===== config.mk =====
export PLATFORM = sky130hd
export DESIGN_NAME = cga_vram_writer
export DESIGN_NICKNAME = d
export VERILOG_FILES = /design/src/rtl/cga_vram_writer.sv
export SDC_FILE = /design/constraint.sdc
export NUM_CORES = 1
export LEC_CHECK = 0
export BUFFER_PORTS_ARGS = -buffer_cell sky130_fd_sc_hd__buf_2
export CAP_MARGIN = 20
export CORE_UTILIZATION = 57
export DETAILED_ROUTE_END_ITERATION = 10
export PLACE_DENSITY = 0.85
export SLEW_MARGIN = 10
export SYNTH_ARGS = -nofsm -noshare
export SYNTH_HDL_FRONTEND = slang
export SYNTH_SLANG_ARGS = --single-unit

===== constraint.sdc =====
create_clock -name clk -period 2.73 [get_ports clk]
set_clock_uncertainty 0.1 [all_clocks]
set_input_delay 0.273 -clock clk [delete_from_list [all_inputs] [get_ports clk]]
set_output_delay 0.273 -clock clk [all_outputs]
set_load 0.005 [all_outputs]

===== src/rtl/cga_vram_writer.sv =====
// cga_vram_writer: CPU-side VRAM port for the CGA adapter.
//
// ISA memory cycles that decode into the B8000-BFFFF window are turned into
// VRAM accesses. The accesses happen only in the sequencer's isa_op_enable slots,
// so display fetches are never disturbed. Writes are posted through a small FIFO.
// A read first waits for that FIFO to drain, then waits for a free slot, so a
// write followed by a read of the same byte returns the new data. Wait states
// are inserted on bus_rdy while a write is stalled on a full FIFO and while a
// read is outstanding.
//
// Ports:
//   clk, reset            system clock, asynchronous active-high reset
//   bus_a/bus_d           ISA address and write data
//   bus_memr_l/memw_l     ISA memory strobes (active low, asynchronous to clk)
//   bus_aen               DMA address enable; high blocks decode
//   bus_out/bus_dir       read data to ISA and its drive enable
//   bus_rdy               ISA ready; low inserts wait states
//   isa_op_enable         one-clk slot pulse from the sequencer
//   ram_a/ram_d_out       VRAM address and write data (valid while ram_cycle)
//   ram_we_l              VRAM write enable, active low
//   ram_d                 VRAM read data, valid 1 clk after the address
//   ram_cycle             this block owns the VRAM bus in this clk
//   fifo_level            posted-write count, 0..FIFO_DEPTH
//
// FIFO_DEPTH must be a power of 2 and at least 2.
//
// Optional build: define CGA_VRAM_SNOW_EN to add the display_enable input and the
// snow_strobe/snow_data outputs. Each VRAM write that is issued while
// display_enable is high pulses snow_strobe for 1 clk. snow_data carries the
// written byte, and the pixel pipeline uses it to reproduce the CGA snow artefact.

module cga_vram_writer #(
  parameter logic [19:0] FRAMEBUFFER_ADDR = 20'hB8000,
  parameter logic [3:0]  RAM_PAGE         = 4'b0001,
  parameter int          FIFO_DEPTH       = 4
) (
  input  logic                        clk,
  input  logic                        reset,
  input  logic [19:0]                 bus_a,
  input  logic                        bus_memr_l,
  input  logic                        bus_memw_l,
  input  logic                        bus_aen,
  input  logic [7:0]                  bus_d,
  output logic [7:0]                  bus_out,
  output logic                        bus_dir,
  output logic                        bus_rdy,
  input  logic                        isa_op_enable,
  output logic [18:0]                 ram_a,
  input  logic [7:0]                  ram_d,
  output logic [7:0]                  ram_d_out,
  output logic                        ram_we_l,
  output logic                        ram_cycle,
`ifdef CGA_VRAM_SNOW_EN
  input  logic                        display_enable,
  output logic                        snow_strobe,
  output logic [7:0]                  snow_data,
`endif
  output logic [$clog2(FIFO_DEPTH):0] fifo_level
);

  localparam int PW = $clog2(FIFO_DEPTH);
  localparam int CW = PW + 1;

  typedef enum logic [2:0] {IDLE, WR_STALL, RD_WAIT, RD_ISSUE, RD_DONE} state_t;

  typedef struct packed {
    logic [13:0] addr;
    logic [7:0]  data;
  } entry_t;

  state_t          state_q, state_d;
  entry_t          hold_q, hold_d;      // stalled write, or the offset of a pending read
  logic            rdy_q, rdy_d;
  logic [7:0]      bus_out_q, bus_out_d;
  logic [18:0]     ram_a_q;
  logic [7:0]      ram_d_out_q;

  // s1/s2 synchronise the strobes. s3 is the previous synced value and is
  // used only for edge detection.
  logic            memr_s1_q, memr_s2_q, memr_s3_q;
  logic            memw_s1_q, memw_s2_q, memw_s3_q;

  entry_t          fifo_mem [FIFO_DEPTH];
  logic [PW-1:0]   wr_ptr_q, rd_ptr_q;
  logic [CW-1:0]   count_q, count_d;
  logic            fifo_empty, fifo_full;
  logic            push, pop, rd_slot;
  entry_t          push_entry, head;

  logic            mem_cs, wr_start, rd_start;

  assign mem_cs     = (bus_a[19:15] == FRAMEBUFFER_ADDR[19:15]) & ~bus_aen;
  assign wr_start   = memw_s3_q & ~memw_s2_q & mem_cs;
  // A write edge in the same clk wins; the read is ignored.
  assign rd_start   = memr_s3_q & ~memr_s2_q & mem_cs & ~wr_start;

  assign fifo_empty = (count_q == '0);
  assign fifo_full  = (count_q == CW'(FIFO_DEPTH));
  assign head       = fifo_mem[rd_ptr_q];

  // Slot arbitration: posted writes first, then a waiting read.
  assign pop        = isa_op_enable & ~fifo_empty;
  assign rd_slot    = isa_op_enable & fifo_empty & (state_q == RD_WAIT);

  // NOTE: always_comb gives every output a default before the case statement, so no path can leave one unassigned and infer a latch.
  always_comb begin
    state_d    = state_q;
    hold_d     = hold_q;
    rdy_d      = rdy_q;
    bus_out_d  = bus_out_q;
    push       = 1'b0;
    push_entry = '{addr: bus_a[13:0], data: bus_d};

    unique case (state_q)
      IDLE: begin
        if (wr_start) begin
          if (!fifo_full) begin
            push = 1'b1;
          end else begin
            hold_d  = '{addr: bus_a[13:0], data: bus_d};
            rdy_d   = 1'b0;
            state_d = WR_STALL;
          end
        end else if (rd_start) begin
          hold_d  = '{addr: bus_a[13:0], data: 8'h00};
          rdy_d   = 1'b0;
          state_d = RD_WAIT;
        end
      end
      WR_STALL: begin
        // The FIFO is full, so the next slot always pops. The stalled entry takes
        // the freed place in that clk, and the level stays the same.
        if (pop) begin
          push       = 1'b1;
          push_entry = hold_q;
          rdy_d      = 1'b1;
          state_d    = IDLE;
        end
      end
      RD_WAIT: begin
        if (rd_slot) state_d = RD_ISSUE;
      end
      RD_ISSUE: begin
        // The address went out in the preceding slot clk, so ram_d is valid now.
        bus_out_d = ram_d;
        rdy_d     = 1'b1;
        state_d   = RD_DONE;
      end
      RD_DONE: begin
        if (memr_s2_q) state_d = IDLE;
      end
      default: state_d = IDLE;
    endcase
  end

  always_comb begin
    count_d = count_q;
    unique case ({push, pop})
      2'b10:   count_d = count_q + 1'b1;
      2'b01:   count_d = count_q - 1'b1;
      default: count_d = count_q;
    endcase
  end

  // The VRAM bus is driven only in slot clks. Otherwise the address and data
  // hold their last values.
  always_comb begin
    ram_cycle = pop | rd_slot;
    ram_we_l  = ~pop;
    if (pop)          ram_a = {RAM_PAGE, 1'b0, head.addr};
    else if (rd_slot) ram_a = {RAM_PAGE, 1'b0, hold_q.addr};
    else              ram_a = ram_a_q;
    ram_d_out = pop ? head.data : ram_d_out_q;
  end

  // NOTE: sequential state uses non-blocking assignments only, so every flop samples the values from before the edge.
  always_ff @(posedge clk or posedge reset) begin
    if (reset) begin
      state_q     <= IDLE;
      hold_q      <= '0;
      rdy_q       <= 1'b1;
      bus_out_q   <= 8'h00;
      ram_a_q     <= '0;
      ram_d_out_q <= 8'h00;
      memr_s1_q   <= 1'b1;
      memr_s2_q   <= 1'b1;
      memr_s3_q   <= 1'b1;
      memw_s1_q   <= 1'b1;
      memw_s2_q   <= 1'b1;
      memw_s3_q   <= 1'b1;
      wr_ptr_q    <= '0;
      rd_ptr_q    <= '0;
      count_q     <= '0;
    end else begin
      state_q     <= state_d;
      hold_q      <= hold_d;
      rdy_q       <= rdy_d;
      bus_out_q   <= bus_out_d;
      ram_a_q     <= ram_a;
      ram_d_out_q <= ram_d_out;
      memr_s1_q   <= bus_memr_l;
      memr_s2_q   <= memr_s1_q;
      memr_s3_q   <= memr_s2_q;
      memw_s1_q   <= bus_memw_l;
      memw_s2_q   <= memw_s1_q;
      memw_s3_q   <= memw_s2_q;
      if (push) wr_ptr_q <= wr_ptr_q + 1'b1;
      if (pop)  rd_ptr_q <= rd_ptr_q + 1'b1;
      count_q     <= count_d;
    end
  end

  // NOTE: the FIFO storage has no reset, because the pointers and the count define which entries are valid.
  always_ff @(posedge clk) begin
    if (push) fifo_mem[wr_ptr_q] <= push_entry;
  end

  assign bus_rdy    = rdy_q;
  assign bus_out    = bus_out_q;
  assign bus_dir    = mem_cs & ~bus_memr_l;
  assign fifo_level = count_q;

`ifdef CGA_VRAM_SNOW_EN
  logic       snow_strobe_q;
  logic [7:0] snow_data_q;

  always_ff @(posedge clk or posedge reset) begin
    if (reset) begin
      snow_strobe_q <= 1'b0;
      snow_data_q   <= 8'h00;
    end else begin
      snow_strobe_q <= pop & display_enable;
      if (pop) snow_data_q <= head.data;
    end
  end

  assign snow_strobe = snow_strobe_q;
  assign snow_data   = snow_data_q;
`endif

endmodule

==> results.ini <==
[clocking]
root_buffer=clkbuf_16
clock_latency_ns=0.42
htreeDepth=4
cts_buffers=17
clk_pin_slew_ns=0.06
post-cts-setup-buffers=0
clock-sinks=162
cts_tree=built
cts_buffer_depth=2

[detailed_routing]
postRouteAntennaNets=0
drt_iter0_markers=241
wl_per_cell_um=19.7
drc=0
via_per_inst=5.67
finalWirelength_mm=13.9
dr_total_vias=4000
first_pass_iters=4

[setup_path]
slowest_stage=dfrtp_1
worstSetupEndpointType=output port
crit_chain=nor3_2 > and4_1 > buf_4 > nand2_1 > a31oi_1 > buf_2
critPathKind=flip-flop to output port
max_stage_delay_ns=0.48
worst-path-max-fanout=15
arrival_ns=2.30
critical_path_required_ns=2.36
ff2ff_setup_slack_ns=0.16
cp-start-kind=flip-flop

[yosys]
synth_ff_type=edfxtp_1
syn-instance-count=431
synth_warnings=0
synth_edf_count=88
syn_nets=479
netlist_area_um2=6630
synthTopCellsByArea=edfxtp_1 (40%), dfrtp_1 (25%), mux4_2 (7.5%)
synthArstFlopShare_pct=45.7
synthTopCellsByCount=edfxtp_1 (88), nand2_1 (72), dfrtp_1 (67), mux2_2 (24), mux4_2 (22)
ys_seq_area_share_pct=68.0
ys_ff_latch=162
synth_top_area_share_pct=39.9
synth.distinct_cells=46
synth_top_area_cell=edfxtp_1
synth_most_common_cell=edfxtp_1
synth.avg_cell_area_um2=15.4

[place]
port_buffers=82
place_ws_ns=0.189
place_congestion=0.808
dpl_cell_area_um2=7290
dp_hpwl_mm=8.75
dp.cells=655

[cells_and_area]
area_growth_pct=21.0
nets=598
n_antenna_cell=0
fillers=722
drive_gt1_share_pct=35.5
final_cell_count_no_fill=706
fin_area_um2=8020

[global_routing]
grt_max_degree=46
overflow=0
grt_pass1_vias=4294
antenna_found_initial=0
grt_pass1_wl_mm=21.7
grt_usage_pct=25.5

[floorplan]
die_h_um=110
pin_count=84
rows=39
die_w_um=110
dieArea_um2=12100
start_util_pct=58.3
design.core.area_um2=11400

[sta]
max_freq_mhz=374
fin_crit_ns=2.67
final-hold-violation-count=0
max_slew_margin_pct=61.0
setup_tns_ns=0
setup_viol=0
fin_crit_sh_pct=97.9
worstMarginPinSlew_ns=0.571
worst_slack_ns=0.0576
maxSlewViolCount=0
rsz0062_at_grt=false

[power_and_ir_drop]
worst_ir_drop_vdd_uv=725
leakage_uw=0.00333
fin_total_pwr_uw=6820
p_per_area_nw_per_um2=850

[min_path]
worst_hold_path_type=input port to flip-flop

[flow_run]
maxCapViolations=0

[status]
outcome=finished, final reports clean

[where the power goes]
| group | total [uW] | switching (uW) | internal [uW] |
|---|---|---|---|
| registers | 3070 | 198 | 2880 |
| clock network | 2160 | 863 | 1290 |
| logic | 1580 | 801 | 782 |
[per-stage QoR]
step                utilization (%)  hold slack (ns)
floorplan                         -            0.177
global placement               64.1            0.177
detailed placement             64.1            0.180
CTS                            70.5         0.000531
global route                   70.5          0.00354
finish                         70.5           0.0119
[critical path, delay by kind of cell, from the launching register on]
kind | cells | cell delay, ns
compound gates | 1 | 0.29
flops | 1 | 0.48
buf+inv | 2 | 0.41
simple gates | 3 | 0.70
[registers in the layout, indices dropped and copies added, names as in the netlist]
signal / count
memw_s2_q: 1
hold_q: 22
state_q: 3
memr_s1_q: 1
memr_s2_q: 1
bus_rdy: 1
ram_a_q: 19
ram_d_out_q: 8
rd_ptr_q: 2
memw_s1_q: 1
memw_s3_q: 1
bus_out: 8
fifo_level: 3
memr_s3_q: 1
fifo_mem: 88
wr_ptr_q: 2
[timing repair]
| item | in CTS | in global routing |
|---|---|---|
| gates resized for setup | 1 | 0 |
| setup endpoints to repair | 5 | 0 |
| endpoints found under the hold margin | 33 | 0 |
| hold buffers | 19 | 0 |
[per-layer routing]
layer	global-route usage [%]	vias to the layer above	routed length, um
met3	6.11	39	719
met2	45.7	147	7560
li1	-	1795	-
met1	28.0	2019	5200
met4	13.0	0	435
met5	0	-	0
[kinds of logic (layout without fill, tap and decap cells)]
family	count (synthesis)	count (layout)	share of synthesized area, %
mux	69	69	15.8
simple gates	120	120	8.78
flops	162	162	68.0
xor+xnor	6	6	0.793
compound gates	30	30	2.76
buf+inv	38	170	2.62
fa+ha+maj	6	6	1.25
[final cells by class]
type	count	area [um^2]	share of cell area, %
clock buffers	26	479	5.98
clock inverters	6	56.3	0.702
inverters	18	68.8	0.858
multi-input cells	231	1970	24.6
flip-flops and latches	162	4500	56.2
well taps	143	179	2.23
repair buffers	120	756	9.43
[layout by cell type (no fill, tap or decap), types with 2 or more instances in the layout]
master / n
edfxtp_1: 88
buf_2: 82
nand2_1: 72
dfrtp_1: 67
mux2_2: 24
mux4_2: 22
dlygate4sd3_1: 19
nor2_1: 18
buf_4: 18
clkbuf_16: 17
inv_1: 16
a31oi_1: 14
mux2i_1: 10
mux2_4: 10
o21ai_0: 9
dfstp_2: 7
clkbuf_1: 7
and3_1: 5
ha_1: 5
and2_1: 4
clkinv_2: 4
xnor2_1: 4
mux2_1: 3
nor2b_1: 2
nand2b_1: 2
or3_4: 2
a21oi_1: 2
nand3_1: 2
xor2_1: 2
clkbuf_8: 2
[final timing paths]
check,end,startpoint,cells after the start
min reg2reg,memr_s2_q$_DFF_PP1_,memr_s1_q$_DFF_PP1_,0
max in group asynchronous,hold_q[10]$_DFFE_PP0P_,reset,4
min,hold_q[3]$_DFFE_PP0P_,bus_d[3],3
max,ram_a[13],fifo_level[0]$_DFFE_PP0P_,6
min in group asynchronous,hold_q[19]$_DFFE_PP0P_,reset,3
max reg2reg,fifo_level[2]$_DFFE_PP0P_,state_q[1]$_DFFE_PP0P_,10
Note: power is estimated with default switching activity, not from simulation.
